**src/rtl/neander_sequencer_if.sv**
```systemverilog
// Control and memory bus between the Neander sequencer and its datapath.
// master = sequencer side, slave = datapath/memory side.
interface neander_sequencer_if;
   logic       mem_ready;
   logic [7:0] mem_data;
   logic       flag_n;
   logic       flag_z;
   logic       sel_mem;
   logic       mem_rd;
   logic       mem_wr;
   logic       en_rem;
   logic       en_ri;
   logic       en_pc;
   logic       sel_pc;
   logic       en_ac;
   logic       en_nz;
   logic [2:0] op_alu;

   modport master (
      input  mem_ready, mem_data, flag_n, flag_z,
      output sel_mem, mem_rd, mem_wr, en_rem, en_ri, en_pc, sel_pc, en_ac, en_nz, op_alu
   );

   modport slave (
      output mem_ready, mem_data, flag_n, flag_z,
      input  sel_mem, mem_rd, mem_wr, en_rem, en_ri, en_pc, sel_pc, en_ac, en_nz, op_alu
   );
endinterface

```
**src/rtl/neander_sequencer.sv**
```systemverilog
// Instruction-cycle controller for the 8-bit Neander datapath: fetch/decode/operand/execute
// with a memory ready handshake, run/single-step control and a bounded memory wait timeout.
module neander_sequencer #(
   parameter int unsigned WAIT_LIMIT = 15,
   parameter int unsigned CNT_W      = 4
) (
   input  logic                i_clock,
   input  logic                i_reset,
   input  logic                i_run,
   input  logic                i_step,
   neander_sequencer_if.master bus,
   output logic                o_instr_done,
   output logic                o_halted,
   output logic                o_bus_err,
   output logic [2:0]          o_state
);

   localparam logic [2:0] S_IDLE   = 3'd0;
   localparam logic [2:0] S_FETCH  = 3'd1;
   localparam logic [2:0] S_DECODE = 3'd2;
   localparam logic [2:0] S_OPER   = 3'd3;
   localparam logic [2:0] S_SKIP   = 3'd4;
   localparam logic [2:0] S_EXEC   = 3'd5;
   localparam logic [2:0] S_HALT   = 3'd7;

   localparam logic [3:0] OP_STA = 4'h1;
   localparam logic [3:0] OP_LDA = 4'h2;
   localparam logic [3:0] OP_ADD = 4'h3;
   localparam logic [3:0] OP_OR  = 4'h4;
   localparam logic [3:0] OP_AND = 4'h5;
   localparam logic [3:0] OP_NOT = 4'h6;
   localparam logic [3:0] OP_JMP = 4'h8;
   localparam logic [3:0] OP_JN  = 4'h9;
   localparam logic [3:0] OP_JZ  = 4'hA;
   localparam logic [3:0] OP_HLT = 4'hF;

   localparam logic [CNT_W-1:0] LIMIT = CNT_W'(WAIT_LIMIT);

   logic [2:0]       r_state;
   logic [3:0]       r_opcode;
   logic [CNT_W-1:0] r_wait_cnt;
   logic             r_halted;
   logic             r_bus_err;

   logic [2:0] w_next_state;
   logic [2:0] w_boundary;
   logic       w_load_op;
   logic       w_mem_phase;
   logic       w_timeout;
   logic       w_jump;
   logic       w_unused;

   assign w_boundary  = i_run ? S_FETCH : S_IDLE;
   assign w_mem_phase = (r_state == S_FETCH) || (r_state == S_OPER) || (r_state == S_EXEC);
   assign w_timeout   = (WAIT_LIMIT != 0) && w_mem_phase && !bus.mem_ready &&
                        (r_wait_cnt == LIMIT);
   assign w_jump      = (r_opcode == OP_JMP) || (r_opcode == OP_JN) || (r_opcode == OP_JZ);
   assign w_unused    = ^bus.mem_data[3:0];

   always_comb begin
      bus.sel_mem  = 1'b0;
      bus.mem_rd   = 1'b0;
      bus.mem_wr   = 1'b0;
      bus.en_rem   = 1'b0;
      bus.en_ri    = 1'b0;
      bus.en_pc    = 1'b0;
      bus.sel_pc   = 1'b0;
      bus.en_ac    = 1'b0;
      bus.en_nz    = 1'b0;
      bus.op_alu   = 3'b000;
      o_instr_done = 1'b0;
      w_load_op    = 1'b0;
      w_next_state = r_state;

      case (r_state)
         S_IDLE: begin
            if (i_run || i_step) w_next_state = S_FETCH;
         end
         S_FETCH: begin
            bus.sel_mem = 1'b1;
            bus.mem_rd  = 1'b1;
            if (w_timeout) begin
               w_next_state = S_HALT;
            end else if (bus.mem_ready) begin
               bus.en_ri    = 1'b1;
               bus.en_pc    = 1'b1;
               bus.sel_pc   = 1'b1;
               w_load_op    = 1'b1;
               w_next_state = S_DECODE;
            end
         end
         S_DECODE: begin
            case (r_opcode)
               OP_NOT: begin
                  bus.en_ac    = 1'b1;
                  bus.en_nz    = 1'b1;
                  bus.op_alu   = 3'b100;
                  o_instr_done = 1'b1;
                  w_next_state = w_boundary;
               end
               OP_HLT: w_next_state = S_HALT;
               OP_STA, OP_LDA, OP_ADD, OP_OR, OP_AND, OP_JMP: w_next_state = S_OPER;
               OP_JN:  w_next_state = bus.flag_n ? S_OPER : S_SKIP;
               OP_JZ:  w_next_state = bus.flag_z ? S_OPER : S_SKIP;
               default: begin
                  o_instr_done = 1'b1;
                  w_next_state = w_boundary;
               end
            endcase
         end
         S_OPER: begin
            bus.sel_mem = 1'b1;
            bus.mem_rd  = 1'b1;
            if (w_timeout) begin
               w_next_state = S_HALT;
            end else if (bus.mem_ready) begin
               bus.en_pc = 1'b1;
               if (w_jump) begin
                  o_instr_done = 1'b1;
                  w_next_state = w_boundary;
               end else begin
                  bus.en_rem   = 1'b1;
                  bus.sel_pc   = 1'b1;
                  w_next_state = S_EXEC;
               end
            end
         end
         S_SKIP: begin
            bus.en_pc    = 1'b1;
            bus.sel_pc   = 1'b1;
            o_instr_done = 1'b1;
            w_next_state = w_boundary;
         end
         S_EXEC: begin
            // REM addresses memory here; STA writes AC, every other opcode reads
            if (r_opcode == OP_STA) bus.mem_wr = 1'b1;
            else                    bus.mem_rd = 1'b1;
            if (w_timeout) begin
               w_next_state = S_HALT;
            end else if (bus.mem_ready) begin
               if (r_opcode != OP_STA) begin
                  bus.en_ac = 1'b1;
                  bus.en_nz = 1'b1;
                  case (r_opcode)
                     OP_ADD:  bus.op_alu = 3'b001;
                     OP_OR:   bus.op_alu = 3'b010;
                     OP_AND:  bus.op_alu = 3'b011;
                     default: bus.op_alu = 3'b000;
                  endcase
               end
               o_instr_done = 1'b1;
               w_next_state = w_boundary;
            end
         end
         S_HALT: w_next_state = S_HALT;
         default: w_next_state = S_IDLE;
      endcase
   end

   always_ff @(posedge i_clock) begin
      if (i_reset) begin
         r_state    <= S_IDLE;
         r_opcode   <= 4'h0;
         r_wait_cnt <= '0;
         r_halted   <= 1'b0;
         r_bus_err  <= 1'b0;
      end else begin
         r_state  <= w_next_state;
         r_halted <= (w_next_state == S_HALT);
         if (w_load_op) r_opcode <= bus.mem_data[7:4];
         // Counter measures stall length of the current access only
         if ((w_next_state != r_state) || bus.mem_ready) r_wait_cnt <= '0;
         else if (w_mem_phase)                           r_wait_cnt <= r_wait_cnt + 1'b1;
         if (w_timeout) r_bus_err <= 1'b1;
      end
   end

   assign o_state   = r_state;
   assign o_halted  = r_halted;
   assign o_bus_err = r_bus_err;

endmodule
```
**src/flat_wrapper.sv**
```systemverilog
// flat-port wrapper written by rule: the top's interface ports become plain ports
module neander_sequencer_flat 
#(
   parameter int unsigned WAIT_LIMIT = 15,
   parameter int unsigned CNT_W      = 4
)
  (i_clock, i_reset, i_run, i_step, o_instr_done, o_halted, o_bus_err, o_state, bus_mem_ready, bus_mem_data, bus_flag_n, bus_flag_z, bus_sel_mem, bus_mem_rd, bus_mem_wr, bus_en_rem, bus_en_ri, bus_en_pc, bus_sel_pc, bus_en_ac, bus_en_nz, bus_op_alu);
  neander_sequencer_if bus_i ();
  input  logic i_clock;
  input  logic i_reset;
  input  logic i_run;
  input  logic i_step;
  output logic o_instr_done;
  output logic o_halted;
  output logic o_bus_err;
  output logic [2:0] o_state;
  input wire logic [$bits(bus_i.mem_ready)-1:0] bus_mem_ready;
  input wire logic [$bits(bus_i.mem_data)-1:0] bus_mem_data;
  input wire logic [$bits(bus_i.flag_n)-1:0] bus_flag_n;
  input wire logic [$bits(bus_i.flag_z)-1:0] bus_flag_z;
  output wire logic [$bits(bus_i.sel_mem)-1:0] bus_sel_mem;
  output wire logic [$bits(bus_i.mem_rd)-1:0] bus_mem_rd;
  output wire logic [$bits(bus_i.mem_wr)-1:0] bus_mem_wr;
  output wire logic [$bits(bus_i.en_rem)-1:0] bus_en_rem;
  output wire logic [$bits(bus_i.en_ri)-1:0] bus_en_ri;
  output wire logic [$bits(bus_i.en_pc)-1:0] bus_en_pc;
  output wire logic [$bits(bus_i.sel_pc)-1:0] bus_sel_pc;
  output wire logic [$bits(bus_i.en_ac)-1:0] bus_en_ac;
  output wire logic [$bits(bus_i.en_nz)-1:0] bus_en_nz;
  output wire logic [$bits(bus_i.op_alu)-1:0] bus_op_alu;
  assign bus_i.mem_ready = bus_mem_ready;
  assign bus_i.mem_data = bus_mem_data;
  assign bus_i.flag_n = bus_flag_n;
  assign bus_i.flag_z = bus_flag_z;
  assign bus_sel_mem = bus_i.sel_mem;
  assign bus_mem_rd = bus_i.mem_rd;
  assign bus_mem_wr = bus_i.mem_wr;
  assign bus_en_rem = bus_i.en_rem;
  assign bus_en_ri = bus_i.en_ri;
  assign bus_en_pc = bus_i.en_pc;
  assign bus_sel_pc = bus_i.sel_pc;
  assign bus_en_ac = bus_i.en_ac;
  assign bus_en_nz = bus_i.en_nz;
  assign bus_op_alu = bus_i.op_alu;
  neander_sequencer #(.WAIT_LIMIT(WAIT_LIMIT), .CNT_W(CNT_W)) u_core (.i_clock(i_clock), .i_reset(i_reset), .i_run(i_run), .i_step(i_step), .bus(bus_i), .o_instr_done(o_instr_done), .o_halted(o_halted), .o_bus_err(o_bus_err), .o_state(o_state));
endmodule
```
**config.mk**
```make
export PLATFORM = sky130hd
export DESIGN_NAME = neander_sequencer_flat
export DESIGN_NICKNAME = d
export VERILOG_FILES = /design/src/rtl/neander_sequencer_if.sv /design/src/rtl/neander_sequencer.sv /design/src/flat_wrapper.sv
export SDC_FILE = /design/constraint.sdc
export NUM_CORES = 1
export LEC_CHECK = 0
export ABC_CLOCK_PERIOD_IN_PS = 1850
export BUFFER_PORTS_ARGS = -buffer_cell sky130_fd_sc_hd__buf_2
export CORE_MARGIN = 4
export CORE_UTILIZATION = 49
export CTS_CLUSTER_DIAMETER = 40
export DETAILED_ROUTE_END_ITERATION = 10
export PLACE_DENSITY = 0.79
export RECOVER_POWER = 100
export SLEW_MARGIN = 25
export SYNTH_ARGS = -nofsm -noshare
export SYNTH_HDL_FRONTEND = slang
export SYNTH_SLANG_ARGS = --single-unit
```
**constraint.sdc**
```tcl
create_clock -name i_clock -period 1.85 [get_ports i_clock]
set_input_delay 0 -clock i_clock [delete_from_list [all_inputs] [get_ports i_clock]]
set_output_delay 0 -clock i_clock [all_outputs]
set_load 0.01 [all_outputs]
```
Word-level counts from Yosys, hierarchy flattened
Index checks and enable logic that the tools add are counted.
{"block": "totals", "input_bits": 15, "out_inout_bits": 18, "regBits": 13, "elab_cells": 83}
{"block": "op_classes", "add_sub_neg": 1, "n_reduce_logical": 14, "n_eq_ne": 20, "n_mux": 43}
{"op": "two-way mux 3 bit", "n": 14}
{"op": "case mux 3 bit (7 select lines)", "n": 1}
{"op": "equality test 4 bit, second input constant", "n": 5}
{"op": "two-way mux 1 bit", "n": 20}
{"op": "equality test 3 bit, second input constant", "n": 4}
{"op": "equality test 4 x 3 -> 1 bit, second input constant", "n": 3}
{"op": "case mux 3 bit (4 select lines)", "n": 1}
{"op": "OR reduction 9 bit", "n": 1}
{"op": "equality test 4 x 2 -> 1 bit, second input constant", "n": 2}
{"op": "equality test 3 x 2 -> 1 bit, second input constant", "n": 2}
{"op": "logical OR 1 bit", "n": 6}
{"op": "case mux 1 bit (2 select lines)", "n": 3}
{"op": "case mux 2 bit (3 select lines)", "n": 1}
{"op": "case mux 3 bit (2 select lines)", "n": 1}
{"op": "OR reduction 6 bit", "n": 1}
{"op": "adder 4 x 1 -> 4 bit, second input constant", "n": 1}
{"op": "equality test 4 x 1 -> 1 bit, second input constant", "n": 1}
{"op": "!= test 4 x 1 -> 1 bit, second input constant", "n": 1}
{"op": "case mux 1 bit (4 select lines)", "n": 1}
{"op": "OR reduction 2 bit", "n": 2}
{"op": "equality test 3 x 1 -> 1 bit, second input constant", "n": 1}
{"op": "zero test 3 bit", "n": 1}
{"op": "!= test 3 bit", "n": 1}
{"op": "case mux 1 bit (3 select lines)", "n": 1}
{"op": "2 further kinds", "n": 3}

Depth between registers and ports, before layout
Gate-level depths: netlist of run 1.
{"block": "depth", "word_depth": 10, "ltp_mapped": 7, "ltp_nobuf": 6}

Worst setup path after synthesis of run 1
OpenSTA, ideal clock, no wires.
{"block": "synth_path", "path_kind": "register -> register", "start": "register u_core.r_state[0] (netlist: u_core.o_state[0])", "end": "register u_core.r_opcode[1]", "synth_period_minus_slack_ns": 1.755, "stages_incl_launch_ff": 7, "t_arrival_ns": 1.628, "t_required_ns": 1.723, "slack_ns": 0.095, "path_buffers": 2, "setup_ns": 0.127, "cell_sequence": "dfxtp_1 > buf_2 > nor2b_1 > and3_1 > clkbuf_1 > mux2i_1 > nor2_1"}
{"block": "synth_between", "elab_chain_cells": 7, "word_cells_on_any_way": 9, "classes_between": "3 x eq/ne; 2 x mux; 4 x reduce/logical"}
{"item": "start, declared", "line_no": "neander_sequencer.sv:39", "rtl": "logic [2:0] r_state;"}
{"item": "start signal, assigned", "line_no": "neander_sequencer.sv:168", "rtl": "r_state <= w_next_state;"}
{"item": "equality test 3 x 1 -> 1 bit or equality test 3 x 2 -> 1 bit (tied branches)"}
{"item": "logical OR 1 bit (2 in series)", "line_no": "neander_sequencer.sv:54", "rtl": "assign w_mem_phase = (r_state == S_FETCH) || (r_state == S_OPER) || (r_state == S_EXEC);"}
{"item": "logical AND 1 bit (2 in series)", "line_no": "neander_sequencer.sv:55", "rtl": "assign w_timeout = (WAIT_LIMIT != 0) && w_mem_phase && !bus.mem_ready &&"}
{"item": "two-way mux 1 bit"}
{"item": "two-way mux 1 bit *"}
{"item": "named net bus_en_ri", "line_no": "flat_wrapper.sv:25", "rtl": "output wire logic [$bits(bus_i.en_ri)-1:0] bus_en_ri;"}
{"item": "end signal, assigned", "line_no": "neander_sequencer.sv:170", "rtl": "if (w_load_op) r_opcode <= bus.mem_data[7:4];"}
{"item": "end, declared", "line_no": "neander_sequencer.sv:40", "rtl": "logic [3:0] r_opcode;"}
Mark *: on every way through the listed nets, which the timed path passes. The rest lies on a longest branch.
A chain may end at the register's enable or synchronous reset.

Final worst setup path of run 1
{"block": "layout_path", "start": "register u_core.r_opcode[1]", "end": "register u_core.r_wait_cnt[0]"}
{"block": "layout_between", "elab_chain_cells": 10, "word_cells_on_any_way": 20, "classes_between": "10 x eq/ne; 5 x mux; 5 x reduce/logical"}
{"item": "equality test 4 bit", "line_no": "neander_sequencer.sv:57, neander_sequencer.sv:93"}
{"item": "logical OR 1 bit (2 in series)", "line_no": "neander_sequencer.sv:57", "rtl": "assign w_jump = (r_opcode == OP_JMP) || (r_opcode == OP_JN) || (r_opcode == OP_JZ);"}
{"item": "two-way mux 3 bit", "line_no": "neander_sequencer.sv:118", "rtl": "if (w_jump) begin"}
{"item": "two-way mux 3 bit", "line_no": "neander_sequencer.sv:116", "rtl": "end else if (bus.mem_ready) begin"}
{"item": "two-way mux 3 bit", "line_no": "neander_sequencer.sv:114", "rtl": "if (w_timeout) begin"}
{"item": "case mux 3 bit (7 select lines) *", "line_no": "neander_sequencer.sv:75", "rtl": "case (r_state)"}
{"item": "!= test 3 bit *", "line_no": "neander_sequencer.sv:172", "rtl": "if ((w_next_state != r_state) || bus.mem_ready) r_wait_cnt <= '0;"}
{"item": "logical OR 1 bit *", "line_no": "neander_sequencer.sv:172"}
{"item": "OR reduction 2 bit (no line) *"}
{"item": "end signal, assigned", "line_no": "neander_sequencer.sv:173", "rtl": "else if (w_mem_phase) r_wait_cnt <= r_wait_cnt + 1'b1;"}
{"item": "end, declared", "line_no": "neander_sequencer.sv:41", "rtl": "logic [CNT_W-1:0] r_wait_cnt;"}
Mark *: on every way between the ends. The rest lies on a longest branch, timed or not.

==> results of run 1 <==
per-layer routing:
metal | global-route usage (%) | vias to the layer above
met5 | 0 | -
met4 | 4.803 | 0
met3 | 5.158 | 4
met2 | 38.49 | 37
met1 | 25.35 | 504
li1 | - | 536
area by class of cell:
class / instances / area, sq um / area share, %
inverter: 6 / 22.52 / 1.796
tap: 25 / 31.28 / 2.495
multi-input combinational: 96 / 628.1 / 50.10
clock buffer: 4 / 26.28 / 2.096
sequential: 13 / 261.5 / 20.86
timing repair buffer: 48 / 284.0 / 22.65
sequential cells by signal (all words and copies together) (netlist names):
register / cells
u_core.o_bus_err: 1
u_core.r_opcode: 4
u_core.r_wait_cnt: 4
u_core.o_state: 3
u_core.o_halted: 1
worst reg2reg max path, delay by kind of cell, from the launching register on:
kind            cells  cell delay, ns
compound gates      3            0.77
buf+inv             1            0.18
flops               1            0.35
simple gates        2            0.40
power groups by stage:
stage | Sequential, mW | Combinational [mW] | Clock, mW
6_report | 0.304 | 0.243 | 0.173
5_1_grt | 0.306 | 0.267 | 0.197
4_1_cts | 0.303 | 0.236 | 0.179
3_5_place_dp | 0.310 | 0.228 | 0
3_3_place_gp | 0.310 | 0.225 | 0
2_1_floorplan | 0.305 | 0.148 | 0
cell families (layout without fill, tap and decap cells):
group | count (synthesis) | count (layout)
adders and majority gates | 1 | 1
AOI/OAI and AO/OA | 32 | 32
muxes | 4 | 4
DFF | 13 | 13
xor gates and xnor gates | 5 | 5
and+or+nand+nor | 54 | 54
buffers and inverters | 18 | 58
worst paths after layout:
check / end / slack, ns / depth (start not counted)
setup reg to reg: u_core.r_wait_cnt[0] / 0.07 / 6
hold reg to reg: u_core.o_bus_err / 0.48 / 2
hold / removal: u_core.o_state[0] / 0.03 / 2
setup / recovery: u_core.r_wait_cnt[0] / 0.07 / 6
cells in the final DEF, fill, tap and decap left out, types with 6 or more instances in the layout:
cell type / count
nor2_1: 18
buf_2: 17
buf_4: 14
clkbuf_1: 12
dfxtp_1: 12
nand2_1: 7
inv_1: 6
a21oi_1: 6
repair_timing:
| item | in CTS | in global routing |
|---|---|---|
| buffers inserted | 0 | 0 |
| hold buffers | 4 | 0 |
| endpoints found under the setup margin | 0 | 4 |
| hold endpoints to repair | 4 | 0 |
| gates resized for setup | 0 | 5 |
==> impl_results.md, run 1 <==
* Placed Cells at about 180
* Max layer used: met4
* Worst endpoint required time at 2.03 ns
* CTS tree: yes
* Top post-synthesis cells by area: dfxtp_1 (27%), nor2_1 (7.1%), mux2i_1 (4.2%), a21oi_1 (3.7%), nor4_1 (3.3%)
* CTS buffer count at 3
* Layout cells sized above 1 at 25.75%
* Pre-Repair DR Iteration Count at 4
* Met2 WL at 1331 microns
* Most used DFF post-synth: dfxtp_1
* Start point of the critical path: u_core.r_opcode[1]
* Netlist cell types at 41
* Tmin final at 1.785 ns
* Worst-path clk slew at 0.08 ns
* Final setup viols at 0
* Grt ovf at 0
* Core footprint at 1783 sq um
* Final cell count without fillers at roughly 190
* Hold Startpoint: i_reset
* YS warnings at 0
* Synthesized area at 947.2 sq um
* Met3 Routed Length at 183 microns
* Area grow syn2layout at 32.36%
* Tot GR Track Use at 21.44%
* Routed met1 length at 1137 microns
* Final ANT Viol Nets at 0
* Crit start category: flip-flop
* Synth Area in Simple Gates at 29.59%
* Max VDD drop at around 0.57 mV
* Initial antenna violation count at 0
* Root Driver: clkbuf_4
* Switching power at 0.2357 mW
* R2r startpoint: u_core.r_opcode[1]
* Number of remaining DRC errors at 0
* Die Y at 51.97 microns
* DR iter-0 viols at 34
* Crit path max-delay family: compound AO/OA/AOI/OAI gates
* Die width at 51.97 microns
* Critical path endpoint category: flip-flop
* Final core utilization at 70.32%
* Leak at around 0.52 nW
* Share of power burned in combinational logic at 33.7%
* Post-synth EDFFs at 0
* DIE AREA at 2700 sq um
* Setup TNS at 0 ns
* Fin area at 1254 sq um
* Most common cell in the synthesized netlist: nor2_1
* Period utilization at 96.48%
* CP max-delay cell: a311o_1
* Total power at about 0.72 mW
* Mux cell area share after synthesis at between 4 and 5%
* Post-synth top area cell: dfxtp_1
* Worst-margin pin slew at 0.3587 ns
* Diode count at 0
* Crit-path max FO at 7
* Final Hold Fails at 0
* Clk buf depth at 2
* Placed Area at around 1200 sq um
* Max-slew violations at 0
* Critical Path AT at 1.97 ns
* Path type of the worst min-delay path: input port to flip-flop
* Final net count at 184
* Row cnt at 15
* Clock sink total at 13
* Synth Area in Compound Gates at 24.17%
* Worst path bufs/invs at 1
* Post-synth top cells: nor2_1 (18), dfxtp_1 (13), clkbuf_1 (8)
* Worst Skew at 0.004154 ns
* Number of global-route vias before repair at 1058
* Max H-tree Level at 1
* RD Place Congestion at 0.9736
* XOR/XNOR Fraction of Synth Area at 4.624%
* I/O Buffers at 28
* Status: finished clean
* First-pass GRT wire length at around 4400 microns
* Slowest stage delay, CP at 0.36 ns
* Clk_lat worst skew at 0.27 ns
* Crit path kind: flip-flop to flip-flop
* Share of flip-flops with an asynchronous set or reset at 0%
* Ports at 33
* Avg WL per Cell at 13.94 microns
* Setup WS post-layout at 0.06521 ns
* Headroom to the max-slew limit at about three quarters
* Mapped Nets at 143
* Area share of fa/ha/maj cells after synthesis at 1.321%
* Sw frac at 32.72%
* Crit-path cells: nand2b_1, a311o_1, a221oi_2, a311oi_1, buf_4, nor4_2
* Vias after detailed routing at 1081
* Largest family of logic cells by synthesized area: simple AND/OR/NAND/NOR gates
* Hold WS at between 0.02 and 0.03 ns
* Pwr dens at 574.6 nW/um^2
* Post-Route WL at around 2700 microns
* Syn Area/Cell at ~7.5 sq um
* Detailed Place HPWL at 1967 microns
* Pint at 0.4847 mW
* Fillers at 148
* Fmax at 0.5603 GHz
* Clock power share at 24.1%
* Seq/Total Area, Yosys at 27.48%
* Post-synth top area share at between 20% and 30%
* Max_cap viols at 0
* DR vias/cell at 5.630
* Synth Register Bits at 13
* Starting Density at roughly 53%
* Synthesized instance count at 127
* Flop pwr share at 42.2%
* Pre-CTS setup slack at 0.07780 ns
* Largest net degree at the start of global routing at 12
No activity file was read; power rests on OpenSTA's default activity.
==> inputs of run 2 (changes only) <==
Settings changed: ABC_AREA from default to 1, PLACE_DENSITY 0.79 to 0.78.
==> run 2 against run 1 <==
Compared with the run above: worst setup slack gained 0.057 ns; first-iteration DRC count grew 5.9%; register-to-register slack gained 0.15 ns; critical endpoint is now bus_sel_pc; highest routed layer unchanged.
==> impl_results.md, run 2 <==
* Status: finished clean
* Critical Path AT at 1.73 ns (-0.24 ns)
* Tmin final at 1.728 ns (-0.05668 ns)
* CP most frequent cell: nand2_1
* Detailed Place HPWL at 1916 microns (-2.6%)
* Total power at 0.6847 mW (-5.0%)
* Final net count at 210 (+14%)
* Most frequent cells in the layout: nand2_1 (42), inv_1 (24), nor2_1 (22)
* Largest net degree at the start of global routing at 11 (-1)
* Synthesized area at 985.9 sq um (+4.1%)
* Mapped Nets at 176 (+23%)
* First-pass GRT wire length at 4043 microns (-8.7%)
* I/O Buffers at 28 (unchanged)
* Seq/Total Area, Yosys at 26.40% (-1.1 points)
* Share of flip-flops with an asynchronous set or reset at 0% (unchanged)
* Max_cap viols at 0 (unchanged)
* Max VDD drop at 0.4462 mV (-22%)
* Starting Density at 54.16% (+1.0 points)
* Ports at 33 (unchanged)
* Netlist cell types at 30 (-27%)
* Setup TNS at 0 ns (unchanged)
* Post-synth EDFFs at 0 (unchanged)
* Crit path kind: flip-flop to output port
* Syn Area/Cell at 6.162 sq um (-17%)
* R2r startpoint: u_core.o_state[2]
* Post-synth top cells: nand2_1 (41), inv_1 (24), nor2_1 (23)
* Max-slew violations at 0 (unchanged)
* Clk buf depth at 2 (unchanged)
* Grt ovf at 0 (unchanged)
* Crit-path cells: inv_4, nand2_1, nor2_1, nand2_1, clkbuf_1, nand3_1, buf_2
* Most used DFF post-synth: dfxtp_1
* DIE AREA at 2794 sq um (+3.5%)
* Final Hold Fails at 0 (unchanged)
* YS warnings at 0 (unchanged)
* Core footprint at 1821 sq um (+2.1%)
* Post-synth top area share at 26.40% (-1.1 points)
* Root Driver: clkbuf_4
* Most common cell in the synthesized netlist: nand2_1
* Post-Route WL at 2349 microns (-12%)
* Diode count at 0 (unchanged)
* Commonest non-fill, non-tap cell in the layout: nand2_1
* Area grow syn2layout at 19.42%
* Final ANT Viol Nets at 0 (unchanged)
* Worst endpoint required time at 1.85 ns (-0.18 ns)
* DR iter-0 viols at 36 (+5.9%)
* Vias after detailed routing at 1068 (-1.2%)
* Pwr dens at 581.5 nW/um^2 (+1.2%)
* Worst Hold Path EP: u_core.r_opcode[2]
* Critical path endpoint category: output port
* Row cnt at 15 (unchanged)
* Max H-tree Level at 1 (unchanged)
* Leak at 0.5798 nW (+12%)
* Headroom to the max-slew limit at 74.77% (-1.2 points)
* Number of remaining DRC errors at 0 (unchanged)
* DR vias/cell at 4.899 (-13%)
* Path type of the worst min-delay path: input port to flip-flop
* Pre-Repair DR Iteration Count at 4 (unchanged)
* Fillers at 183 (+24%)
* Layout cells sized above 1 at 20.21% (-5.5 points)
* Crit start category: flip-flop
* Top post-synthesis cells by area: dfxtp_1 (26%), nand2_1 (16%), inv_1 (9.1%), nor2_1 (8.8%), nand3_1 (5.6%)
* Placed Cells at 213 (+16%)
* Final cell count without fillers at 218 (+14%)
* Worst-margin pin slew at 0.3785 ns (+0.01981 ns)
* Hold depth at 3 (+1)
* Number of global-route vias before repair at 987 (-6.7%)
* RD Place Congestion at 0.8155 (-16%)
* Worst reg2reg path depth at 12 (+6)
* Synthesized instance count at 160 (+26%)
* Die Y at 52.86 microns (+1.7%)
* Initial antenna violation count at 0 (unchanged)
* Crit-path max FO at 10 (+3)
* CP max-delay cell: dfxtp_1
* Slowest stage delay, CP at 0.44 ns (+0.08 ns)
* Clk_lat worst skew at 0.26 ns (about the same)
* Period utilization at 93.41% (-3.1 points)
* Reg2reg setup slack at 0.22 ns (+0.15 ns)
* RR Endpoint: u_core.r_wait_cnt[0]
* Hold Startpoint: bus_mem_data[6]
* Worst Skew at 0.001670 ns (-0.002484 ns)
* Unrepaired setup endpoints after global routing: no
* Worst-path clk slew at 0.07 ns (about the same)
* Fmax at 0.5787 GHz (+3.3%)
* Avg WL per Cell at 10.78 microns (-23%)
* CTS tree: yes
* Final core utilization at 64.67% (-5.6 points)
* Synth Register Bits at 13 (unchanged)
* Final setup viols at 0 (unchanged)
* CTS buffer count at 3 (unchanged)
* Die width at 52.86 microns (+1.7%)
* Post-synth top area cell: dfxtp_1
* Clock sink total at 13 (unchanged)
* Tot GR Track Use at 18.99% (-2.4 points)
* Start point of the critical path: u_core.o_state[2]
-- run 2: critical path: cells and delay by family, from the launching register on --
family | cells | cell delay [ns]
buffers and inverters | 3 | 0.55
AND/OR/NAND/NOR | 4 | 0.48
flip-flops | 1 | 0.44
-- run 2: layout make-up --
cell class,count,area [sq um],share of cell area (%)
clock buffer,4,26.28,2.232
inverter,27,103.9,8.820
multi-input combinational,117,599.3,50.90
sequential,13,261.5,22.21
tap,25,31.28,2.657
timing repair buffer,32,155.1,13.18
-- run 2: report_power, final --
group          leakage (nW)  total (mW)  switching, mW  internal, mW
Clock                0.0150       0.165         0.0812        0.0834
Combinational         0.459       0.208          0.131        0.0764
Sequential            0.106       0.312         0.0179         0.294
-- run 2: how the worst max path moves through the flow --
stage	end	slack (ns)	cells past startpoint
2_1_floorplan	u_core.r_wait_cnt[0]	0.32	11
3_3_place_gp	u_core.r_wait_cnt[3]	0.21	11
3_5_place_dp	u_core.r_wait_cnt[3]	0.12	11
4_1_cts	u_core.r_wait_cnt[3]	0.13	10
5_1_grt	u_core.r_wait_cnt[1]	0.002	12
6_report	bus_sel_pc	0.12	7
-- run 2: per-layer routing --
metal,GRT usage [%],vias up,routed length [microns],share of wire [%]
met5,0,-,0,0
met4,6.383,0,10,0.43
met3,1.690,2,170,7.2
met2,32.44,32,1124,48
met1,24.79,464,1043,44
li1,-,570,-,-
-- run 2: logic make-up after synthesis --
group | count (synthesis) | share of synthesized area, %
AOI/OAI and AO/OA | 22 | 14.47
xor gates and xnor gates | 3 | 2.665
adders and majority gates | 1 | 1.269
buffers and inverters | 30 | 12.18
DFF | 13 | 26.40
muxes | 1 | 1.142
and+or+nand+nor | 90 | 41.88
-- run 2: timing repair --
action,in CTS,in global routing
setup buffers,0,0
setup endpoints to repair,0,4
gates resized for setup,0,4
hold buffers,1,0
endpoints found under the hold margin,3,0
-- run 2: per-stage QoR --
stage | setup WS, ns | cell area [sq um] | hold slack [ns]
finish | 0.1219 | 1177 | 0.009159
global route | 0.002397 | 1177 | 0.01845
CTS | 0.1251 | 1200 | 0.0005342
global placement | 0.2056 | 1164 | 0.2099
floorplan | 0.3233 | 985.9 | 0.06907
detailed placement | 0.1239 | 1164 | 0.2068
